$ cat src/rtl/fullsend_pkg.sv
// Shared definitions for the load/store unit.
//   lsu_state_t : sequencing FSM states
//   FUNCT3_*    : RV32 load/store size encodings
//   LSU_ERR_*   : response error codes
//   lsu_fault() : classifies a request as ok / illegal / misaligned / out of range
package fullsend_pkg;

  typedef enum logic [2:0] {
    S_IDLE    = 3'd0,
    S_RD      = 3'd1,
    S_RD_WAIT = 3'd2,
    S_WR      = 3'd3,
    S_RESP    = 3'd4
  } lsu_state_t;

  localparam logic [2:0] FUNCT3_B  = 3'b000;
  localparam logic [2:0] FUNCT3_H  = 3'b001;
  localparam logic [2:0] FUNCT3_W  = 3'b010;
  localparam logic [2:0] FUNCT3_BU = 3'b100;
  localparam logic [2:0] FUNCT3_HU = 3'b101;

  localparam logic [1:0] LSU_ERR_OK       = 2'b00;
  localparam logic [1:0] LSU_ERR_MISALIGN = 2'b01;
  localparam logic [1:0] LSU_ERR_RANGE    = 2'b10;
  localparam logic [1:0] LSU_ERR_ILLEGAL  = 2'b11;

  // Priority: illegal encoding first, then alignment, then range.
  // Stores have no unsigned variants, so any store with funct3[2] set is illegal.
  function automatic logic [1:0] lsu_fault(
    input logic        we,
    input logic [2:0]  funct3,
    input logic [31:0] addr,
    input int unsigned mem_words
  );
    logic illegal;
    logic misaligned;
    logic out_of_range;
    illegal      = (funct3 == 3'b011) || (funct3 == 3'b110) || (funct3 == 3'b111) ||
                   (we && funct3[2]);
    misaligned   = (((funct3 == FUNCT3_H) || (funct3 == FUNCT3_HU)) && addr[0]) ||
                   ((funct3 == FUNCT3_W) && (addr[1:0] != 2'b00));
    out_of_range = ({2'b00, addr[31:2]} >= mem_words);
    if (illegal)           return LSU_ERR_ILLEGAL;
    else if (misaligned)   return LSU_ERR_MISALIGN;
    else if (out_of_range) return LSU_ERR_RANGE;
    else                   return LSU_ERR_OK;
  endfunction

endpackage

$ cat src/rtl/lsu_align.sv
// Combinational lane alignment for the load/store unit.
//   i_ext_word : word read from memory, source for load extraction
//   i_mrg_word : old memory word for sub-word store merging
//   i_wdata    : store data (low byte/half used for B/H)
//   i_lane     : byte address within the word
//   i_funct3   : access size / signedness
//   o_rdata    : sign/zero extended load data
//   o_merged   : i_mrg_word with the addressed byte/half/word replaced
module lsu_align
  import fullsend_pkg::*;
(
  input  logic [31:0] i_ext_word,
  input  logic [31:0] i_mrg_word,
  input  logic [31:0] i_wdata,
  input  logic [1:0]  i_lane,
  input  logic [2:0]  i_funct3,
  output logic [31:0] o_rdata,
  output logic [31:0] o_merged
);

  logic [7:0]  w_byte;
  logic [15:0] w_half;
  logic [31:0] w_wrep;
  logic [3:0]  w_byte_en;

  always_comb begin
    w_byte  = i_ext_word[8*i_lane +: 8];
    // Halfwords are aligned, so only lane 0 or lane 2 can be addressed.
    w_half  = i_lane[1] ? i_ext_word[31:16] : i_ext_word[15:0];
    o_rdata = '0;
    case (i_funct3)
      FUNCT3_B:  o_rdata = {{24{w_byte[7]}}, w_byte};
      FUNCT3_H:  o_rdata = {{16{w_half[15]}}, w_half};
      FUNCT3_W:  o_rdata = i_ext_word;
      FUNCT3_BU: o_rdata = {24'b0, w_byte};
      FUNCT3_HU: o_rdata = {16'b0, w_half};
      default:   o_rdata = '0;
    endcase
  end

  // Replicate the store data across all lanes so that each byte lane can
  // simply pick its own slice; the enable mask decides which lanes change.
  always_comb begin
    w_wrep    = '0;
    w_byte_en = 4'b0000;
    case (i_funct3)
      FUNCT3_B: begin
        w_wrep    = {4{i_wdata[7:0]}};
        w_byte_en = 4'b0001 << i_lane;
      end
      FUNCT3_H: begin
        w_wrep    = {2{i_wdata[15:0]}};
        w_byte_en = i_lane[1] ? 4'b1100 : 4'b0011;
      end
      FUNCT3_W: begin
        w_wrep    = i_wdata;
        w_byte_en = 4'b1111;
      end
      default: begin
        w_wrep    = '0;
        w_byte_en = 4'b0000;
      end
    endcase
  end

  genvar gi;
  generate
    for (gi = 0; gi < 4; gi++) begin : g_lane
      assign o_merged[8*gi +: 8] = w_byte_en[gi] ? w_wrep[8*gi +: 8] : i_mrg_word[8*gi +: 8];
    end
  endgenerate

endmodule

$ cat src/rtl/load_store_unit.sv
// Load/store unit: accepts one RV32 load/store per handshake from the core,
// sequences the memory accesses (read-modify-write for sub-word stores),
// and returns exactly one response per request.
//   clk, reset                 : clock, asynchronous active-low reset
//   req_valid/req_ready        : request handshake (ready only when idle)
//   req_we/funct3/addr/wdata   : request fields
//   resp_valid/resp_ready      : response handshake, response held until taken
//   resp_rdata/resp_err        : extended load data / error code
//   mem_address/in/en/r_w/out  : word-addressed memory port
module load_store_unit
  import fullsend_pkg::*;
#(
  parameter int unsigned MEM_WORDS  = 10240,
  parameter int unsigned MEM_RD_LAT = 1
) (
  input  logic        clk,
  input  logic        reset,
  input  logic        req_valid,
  output logic        req_ready,
  input  logic        req_we,
  input  logic [2:0]  req_funct3,
  input  logic [31:0] req_addr,
  input  logic [31:0] req_wdata,
  output logic        resp_valid,
  input  logic        resp_ready,
  output logic [31:0] resp_rdata,
  output logic [1:0]  resp_err,
  output logic [31:0] mem_address,
  output logic [31:0] mem_in,
  output logic        mem_en,
  output logic        mem_r_w,
  input  logic [31:0] mem_out
);

  localparam int unsigned CNT_W = (MEM_RD_LAT > 1) ? $clog2(MEM_RD_LAT) : 1;
  localparam logic [CNT_W-1:0] WAIT_INIT = CNT_W'(MEM_RD_LAT - 1);

  lsu_state_t       r_state;
  lsu_state_t       w_state_next;
  logic             r_we;
  logic [2:0]       r_funct3;
  logic [31:0]      r_addr;
  logic [31:0]      r_wdata;
  logic [1:0]       r_err;
  logic [31:0]      r_rdata;
  logic [31:0]      r_word;
  logic [CNT_W-1:0] r_wait_cnt;

  logic [1:0]  w_fault;
  logic        w_accept;
  logic        w_wait_done;
  logic [31:0] w_ext;
  logic [31:0] w_merged;

  assign w_fault     = lsu_fault(req_we, req_funct3, req_addr, MEM_WORDS);
  assign w_accept    = req_valid && (r_state == S_IDLE);
  assign w_wait_done = (r_wait_cnt == '0);

  assign mem_address = {2'b00, r_addr[31:2]};
  assign resp_rdata  = (r_state == S_RESP) ? r_rdata : 32'h0;
  assign resp_err    = (r_state == S_RESP) ? r_err : LSU_ERR_OK;

  lsu_align u_align (
    .i_ext_word (mem_out),
    .i_mrg_word (r_word),
    .i_wdata    (r_wdata),
    .i_lane     (r_addr[1:0]),
    .i_funct3   (r_funct3),
    .o_rdata    (w_ext),
    .o_merged   (w_merged)
  );

  always_ff @(posedge clk or negedge reset) begin
    if (!reset) r_state <= S_IDLE;
    else        r_state <= w_state_next;
  end

  always_comb begin
    w_state_next = r_state;
    req_ready    = 1'b0;
    resp_valid   = 1'b0;
    mem_en       = 1'b0;
    mem_r_w      = 1'b0;
    mem_in       = 32'h0;
    case (r_state)
      S_IDLE: begin
        req_ready = 1'b1;
        if (req_valid) begin
          if (w_fault != LSU_ERR_OK)                   w_state_next = S_RESP;
          else if (req_we && req_funct3 == FUNCT3_W)   w_state_next = S_WR;
          else                                         w_state_next = S_RD;
        end
      end
      S_RD: begin
        mem_en       = 1'b1;
        w_state_next = S_RD_WAIT;
      end
      S_RD_WAIT: begin
        // Read data is valid in the last wait cycle and captured on its edge.
        if (w_wait_done) w_state_next = r_we ? S_WR : S_RESP;
      end
      S_WR: begin
        mem_en       = 1'b1;
        mem_r_w      = 1'b1;
        mem_in       = w_merged;
        w_state_next = S_RESP;
      end
      S_RESP: begin
        resp_valid = 1'b1;
        if (resp_ready) w_state_next = S_IDLE;
      end
      default: w_state_next = S_IDLE;
    endcase
  end

  always_ff @(posedge clk or negedge reset) begin
    if (!reset) begin
      r_we       <= 1'b0;
      r_funct3   <= 3'b000;
      r_addr     <= 32'h0;
      r_wdata    <= 32'h0;
      r_err      <= LSU_ERR_OK;
      r_rdata    <= 32'h0;
      r_word     <= 32'h0;
      r_wait_cnt <= '0;
    end else begin
      if (w_accept) begin
        r_we     <= req_we;
        r_funct3 <= req_funct3;
        r_addr   <= req_addr;
        r_wdata  <= req_wdata;
        r_err    <= w_fault;
        r_rdata  <= 32'h0;
      end
      if (r_state == S_RD) r_wait_cnt <= WAIT_INIT;
      if (r_state == S_RD_WAIT) begin
        if (!w_wait_done) r_wait_cnt <= r_wait_cnt - 1'b1;
        else if (r_we)    r_word     <= mem_out;
        else              r_rdata    <= w_ext;
      end
    end
  end

endmodule

$ cat config.mk
export PLATFORM = sky130hd
export DESIGN_NAME = load_store_unit
export DESIGN_NICKNAME = d
export VERILOG_FILES = /design/src/rtl/fullsend_pkg.sv /design/src/rtl/lsu_align.sv /design/src/rtl/load_store_unit.sv
export SDC_FILE = /design/constraint.sdc
export NUM_CORES = 1
export LEC_CHECK = 0
export ABC_AREA = 1
export ABC_CLOCK_PERIOD_IN_PS = 2300
export BUFFER_PORTS_ARGS = -buffer_cell sky130_fd_sc_hd__buf_4
export CAP_MARGIN = 0
export CORE_MARGIN = 2
export CORE_UTILIZATION = 57
export DETAILED_ROUTE_END_ITERATION = 6
export PLACE_DENSITY = 0.95
export SLEW_MARGIN = 10
export SYNTH_ARGS = -nofsm -noshare
export SYNTH_HDL_FRONTEND = slang
export SYNTH_SLANG_ARGS = --single-unit
export TNS_END_PERCENT = 50
$ cat constraint.sdc
create_clock -name clk -period 2.3 [get_ports clk]
set_input_delay 0.115 -clock clk [delete_from_list [all_inputs] [get_ports clk]]
set_output_delay 0.115 -clock clk [all_outputs]
set_load 0.005 [all_outputs]
# Word level (Yosys, flattened, before mapping)
# Cells that the tools add are included.
[classes] bitwise_logic=1 n_reduce_logical=17 addsub=1 n_mux=33 n_shift=2 n_eq_ne=17 n_lt_le_gt_ge=1
[ops] operator="32-bit 2-to-1 mux" n=6
[ops] operator="32-bit case mux with 5 select lines" n=1
[ops] operator="32-bit case mux with 3 select lines" n=1
[ops] operator="8-bit 2-to-1 mux" n=4
[ops] operator="32-bit by 6-bit indexed part select with 8-bit output" n=1
[ops] operator="30-bit by 14-bit >= comparator with 1-bit output (second input constant)" n=1
[ops] operator="3-bit == test (second input constant)" n=6
[ops] operator="16-bit 2-to-1 mux" n=1
[ops] operator="3-bit by 2-bit == test with 1-bit output (second input constant)" n=5
[ops] operator="3-bit 2-to-1 mux" n=5
[ops] operator="3-bit case mux with 5 select lines" n=1
[ops] operator="4-bit case mux with 3 select lines" n=1
[ops] operator="2-bit 2-to-1 mux" n=5
[ops] operator="3-bit by 1-bit == test with 1-bit output (second input constant)" n=3
[ops] operator="1-bit 2-to-1 mux" n=7
[ops] operator="3-bit zero test" n=2
[ops] operator="2-bit != test (second input constant)" n=3
[ops] operator="3-bit AND reduction" n=2
[ops] operator="1-bit logical AND" n=5
[ops] operator="1-bit logical OR" n=5
[ops] operator="4-bit 2-to-1 mux" n=1
[ops] operator="2-bit nonzero test" n=2
[ops] operator="1-bit by 2-bit left shift with 4-bit output (first input constant)" n=1
[ops] operator="2-bit OR reduction" n=1
[ops] operator="2 further kinds" n=2
[totals] inputBits=104 ff_bits=138

# Depth between registers and ports, before layout
[depth] ltp_word=10 ltp_mapped=9

# Modules after synthesis
# From an unflattened synthesis, not the netlist that was laid out.
[hier_totals] hier_cells=1028 area_unflattened_um2=8229.1
[by_module_without_submodules] mod="load_store_unit" area_per_inst_um2=6372.4 instances=1 cells_each=615 seq_area_each_um2=3453.3
[by_module_without_submodules] mod="lsu_align" area_per_inst_um2=1856.8 instances=1 cells_each=413 seq_area_each_um2=0.0

# Least setup slack after synthesis
# OpenSTA, ideal clock, no wires.
[synth_timing] path_kind="reg2reg" startpoint="register r_state[0]" endpoint="register r_word[26]" n_path_buf=1 path_stages_with_launch=7 path_slack_ns=0.844 setup_time_ns=0.128 arrival_time_ns=1.329 t_required_ns=2.172 path_cell_list="dfrtp_1 -> nor2_2 -> nand2_1 -> nor2_2 -> nand2_2 -> buf_2 -> mux2_1"
[synth_via] elab_chain_cells=2
[synth_rtl] item="start, declared" line_no="load_store_unit.sv:38" rtl="lsu_state_t r_state;"
[synth_rtl] item="start signal, assigned" line_no="load_store_unit.sv:75" rtl="else r_state <= w_state_next;"
[synth_rtl] item="3-bit by 2-bit == test with 1-bit output" line_no="load_store_unit.sv:136" rtl="if (r_state == S_RD_WAIT) begin"
[synth_rtl] item="3-bit AND reduction (no line)"
[synth_rtl] item="end signal, assigned" line_no="load_store_unit.sv:138" rtl="else if (r_we) r_word <= mem_out;"
[synth_rtl] item="end, declared" line_no="load_store_unit.sv:46" rtl="logic [31:0] r_word;"
# Every way passes these cells.
# A chain may end at the register's enable or synchronous reset.

# Worst setup path in the final report
[layout_timing] startpoint="register r_funct3[2]" endpoint="output mem_in[4]"
[layout_via] elab_chain_cells=4 word_cells_on_any_way=7 classes_between="eq/ne: 2; mux: 4; reduce/logical: 1"
[layout_rtl] item="start, declared" line_no="load_store_unit.sv:41" rtl="logic [2:0] r_funct3;"
[layout_rtl] item="start signal, assigned" line_no="load_store_unit.sv:129" rtl="r_funct3 <= req_funct3;"
[layout_rtl] item="3-bit by 2-bit == test with 1-bit output (tied with other cells)" line_no="lsu_align.sv:46" rtl="case (i_funct3)"
[layout_rtl] item="32-bit case mux with 3 select lines / 4-bit case mux with 3 select lines (equally long branches)" line_no="lsu_align.sv:46"
[layout_rtl] item="8-bit 2-to-1 mux (*)" line_no="lsu_align.sv:69" rtl="assign o_merged[8*gi +: 8] = w_byte_en[gi] ? w_wrep[8*gi +: 8] : i_mrg_word[8*gi +: 8];"
[layout_rtl] item="32-bit 2-to-1 mux (*)" line_no="load_store_unit.sv:85" rtl="case (r_state)"
[layout_rtl] item="end, declared" line_no="load_store_unit.sv:29" rtl="output logic [31:0] mem_in,"
# Every way passes the cells marked *; elsewhere a longest branch is shown, timed or not.

==> reports/metrics.cfg <==
[route]
detailedRoute.firstPassIterationCount = 7
drc_errors = 38
via_count = 7798
wl_per_cell_um = 20.58
totalWireLength_um = 26920
ant_nets = 0
first_iter_violations = 1055
vias_per_cell = 5.962

[setup_path]
rrSetupSlack_ps = 260
critPathLaunchType = register
worst_setup_path_end_kind = output port
cp.arrival_ps = 2330
critPathRequiredTime_ps = 2180
path_max_fanout = 14
worstSetupPathType = reg2out

[timing]
final_max_slew_viol_count = 0
achievable-frequency_mhz = 409.6
timing.final.hold_violations = 0
period_share = 1.061
tightest_slew_ps = 741.5
finalSetupViolations = 1
final.setup_skew_ps = 10.77
slew-limit-headroom = 0.5057
whs_ps = 10.84
finalWorstPathRequiredPeriod_ps = 2441
rsz_0062_raised_after_global_routing = yes
worst_slack_ps = -141.4

[synthesis]
synth_enable_flop_cells = 0
syn_area_per_cell_sq_um = 8.200
ys_seq_elements = 138
ys_async_sr_fraction = 1.000
synth_area_leaders = sky130_fd_sc_hd__dfrtp_1, sky130_fd_sc_hd__o21ai_0, sky130_fd_sc_hd__nand2_1
synth_cell_type_count = 36
ys_top_cells_by_count = sky130_fd_sc_hd__nand2_1, sky130_fd_sc_hd__dfrtp_1, sky130_fd_sc_hd__o21ai_0
synth_most_common_cell = sky130_fd_sc_hd__nand2_1
synth_warnings = 0
synth_ff_type = sky130_fd_sc_hd__dfrtp_1
mappedNetlistArea_sq_mm = 0.007273
synth_top_cell_by_area = sky130_fd_sc_hd__dfrtp_1
yosysTopAreaCellShare = 0.4748
count_of_mapped_cells_out_of_synthesis = 887
seq_area_frac_synth = 0.4748

[run]
timing.max_cap.violations = 0

[clock_network]
cts-root-buf = sky130_fd_sc_hd__clkbuf_16
cts.reportedPaths.clkPinSlew_ps = 60
cts_max_path_buffers = 2
clkSinkCount = 138
cts-buffers-inserted = 17
clk-insertion-delay-late_ps = 430
cts_tree = yes
cts-htree-levels = 4

[outcome]
run_status = finished with violations
violations = design-rule violations, negative setup slack

[cells_and_area]
postLayoutCoreUtil = 0.8108
drive_above_1_share = 0.3002
final_net_count = 1229
syn2layout_area_growth_pct = 39.53
antennaDiodeCount = 0

[power_and_ir_drop]
p_seq_frac = 0.345
cell_internal_pwr_mw = 6.239
vdd_ir_drop_max_mv = 0.8491
clkPwrFrac = 0.274
sw_frac_of_total = 0.3869
comb_power_share = 0.380
p_per_area_mw_per_mm2 = 1003
p_sw_mw = 3.938
total_leakage_power_nw = 5.017

[floorplanning]
number_of_standard_cell_rows_in_the_floorplan = 41
die_h_um = 117.0
floorplan.die.width_um = 117.0
fp.dieArea_sq_mm = 0.01368
num_io_pins = 206
floorplan.initialDensity = 0.5811
core_area_sq_mm = 0.01252

[global_route]
pin_count_of_the_biggest_net_entering_global_routing = 80
number_of_antenna_violations_at_the_first_check_in_global_routing = 0
globalRouteMet2Util = 0.6740
vias_in_the_first_global_route = 7474
globalRouteMet3Util = 0.1231
grt_use_met1 = 0.4585
top_usage_layer = met2
first_pass_grt_wire_length_um = 40120
global_route.usage.total = 0.3962
grt_overflow = 0

[placed_design]
io_buffers = 203
place_hpwl_um = 16420
place_congestion = 0.9614

[min_path]
hp-class = in2reg

per-layer routing:
layer	wire, um	part of all wire
met5	0	0
met4	1638	0.061
met3	3213	0.12
met2	13110	0.49
met1	8957	0.33
path summary, 6_finish.rpt:
path                                  start          end  depth (start not counted)
worst max register to register   r_state[2]    r_word[3]                          6
worst min-delay path             mem_out[5]    r_word[5]                          3
worst max-delay path            r_funct3[2]    mem_in[4]                          8
min in group asynchronous             reset  r_rdata[30]                          2
max in group asynchronous             reset  r_funct3[1]                          3
worst min register to register   r_word[27]   r_word[27]                          2
cell families (layout without fill, tap and decap cells):
group,Yosys count,count (layout),share of synthesized area
flip-flops,138,138,0.4748
buffers and inverters,183,430,0.1202
AO/OA/AOI/OAI,231,231,0.1684
other,1,2,0.0005156
multiplexers,49,49,0.07586
AND/OR/NAND/NOR,285,286,0.1602
cells in the final DEF (no fill, tap or decap), types with 20 or more instances in the layout:
master	Yosys	routed
sky130_fd_sc_hd__dlygate4sd3_1	0	72
sky130_fd_sc_hd__o21ai_0	125	124
sky130_fd_sc_hd__nor2_1	86	86
sky130_fd_sc_hd__nand2_1	156	154
sky130_fd_sc_hd__nand3_1	21	20
sky130_fd_sc_hd__dfrtp_1	138	135
sky130_fd_sc_hd__inv_1	96	95
sky130_fd_sc_hd__buf_4	37	214
sky130_fd_sc_hd__mux2_2	45	45
sky130_fd_sc_hd__a21oi_1	68	64
sequential cells by signal, indices dropped and copies added, names as in the netlist:
name	cells
r_funct3	3
r_wait_cnt	1
r_we	1
r_rdata	32
r_word	32
r_wdata	32
r_state	3
r_addr	32
r_err	2
final cells by class:
| type | count | area (sq um) |
|---|---|---|
| Clock buffer | 19 | 442.9 |
| Clock inverter | 11 | 146.4 |
| Fill cell | 739 | 2369 |
| Inverter | 108 | 427.9 |
| Multi-Input combinational cell | 568 | 3038 |
| Sequential cell | 138 | 3457 |
| Tap cell | 172 | 215.2 |
| Timing Repair Buffer | 292 | 2421 |
power by group through the flow:
stage	sequential, mW	clock [mW]	combinational (mW)
after CTS	3.41	2.76	3.49
after global placement	3.40	0	3.24
final	3.51	2.79	3.87
after floorplan	3.27	0	2.50
after global routing	3.53	2.89	4.11
after detailed placement	3.43	0	3.33
through the flow:
step                      setup TNS, ps  worst slack, ps  power [mW]  instances  instance area [sq um]
after floorplan                       0            843.5       5.767        888                   7277
after CTS                             0            9.851       9.670       1306                  10040
after detailed placement              0            305.0       6.759       1204                   8713
after global placement                0            349.1       6.638       1204                   8713
after global routing             -289.7           -169.3       10.53       1308                  10150
final                            -141.4           -141.4       10.18       1308                  10150
worst max-delay path, stage by stage, from the launching register on:
cell and delay [ps]:
sky130_fd_sc_hd__dfrtp_1 460, sky130_fd_sc_hd__nor2_4 150, sky130_fd_sc_hd__nand2_2 150, sky130_fd_sc_hd__inv_6 150, sky130_fd_sc_hd__nand3_1 130, sky130_fd_sc_hd__nand2_4 170
sky130_fd_sc_hd__o21ai_0 160, sky130_fd_sc_hd__a21oi_1 340, sky130_fd_sc_hd__buf_4 180
timing repair:
| action | 4_1_cts | 5_1_grt |
|---|---|---|
| hold buffers | 72 | 0 |
| pin swaps | 0 | 5 |
| setup buffers | 0 | 1 |
| setup endpoints to repair | 11 | 32 |
| endpoints found under the hold margin | 147 | 0 |
| gates resized for setup | 5 | 27 |
| cloned | 0 | 1 |
No activity file was read; power rests on OpenSTA's default activity.
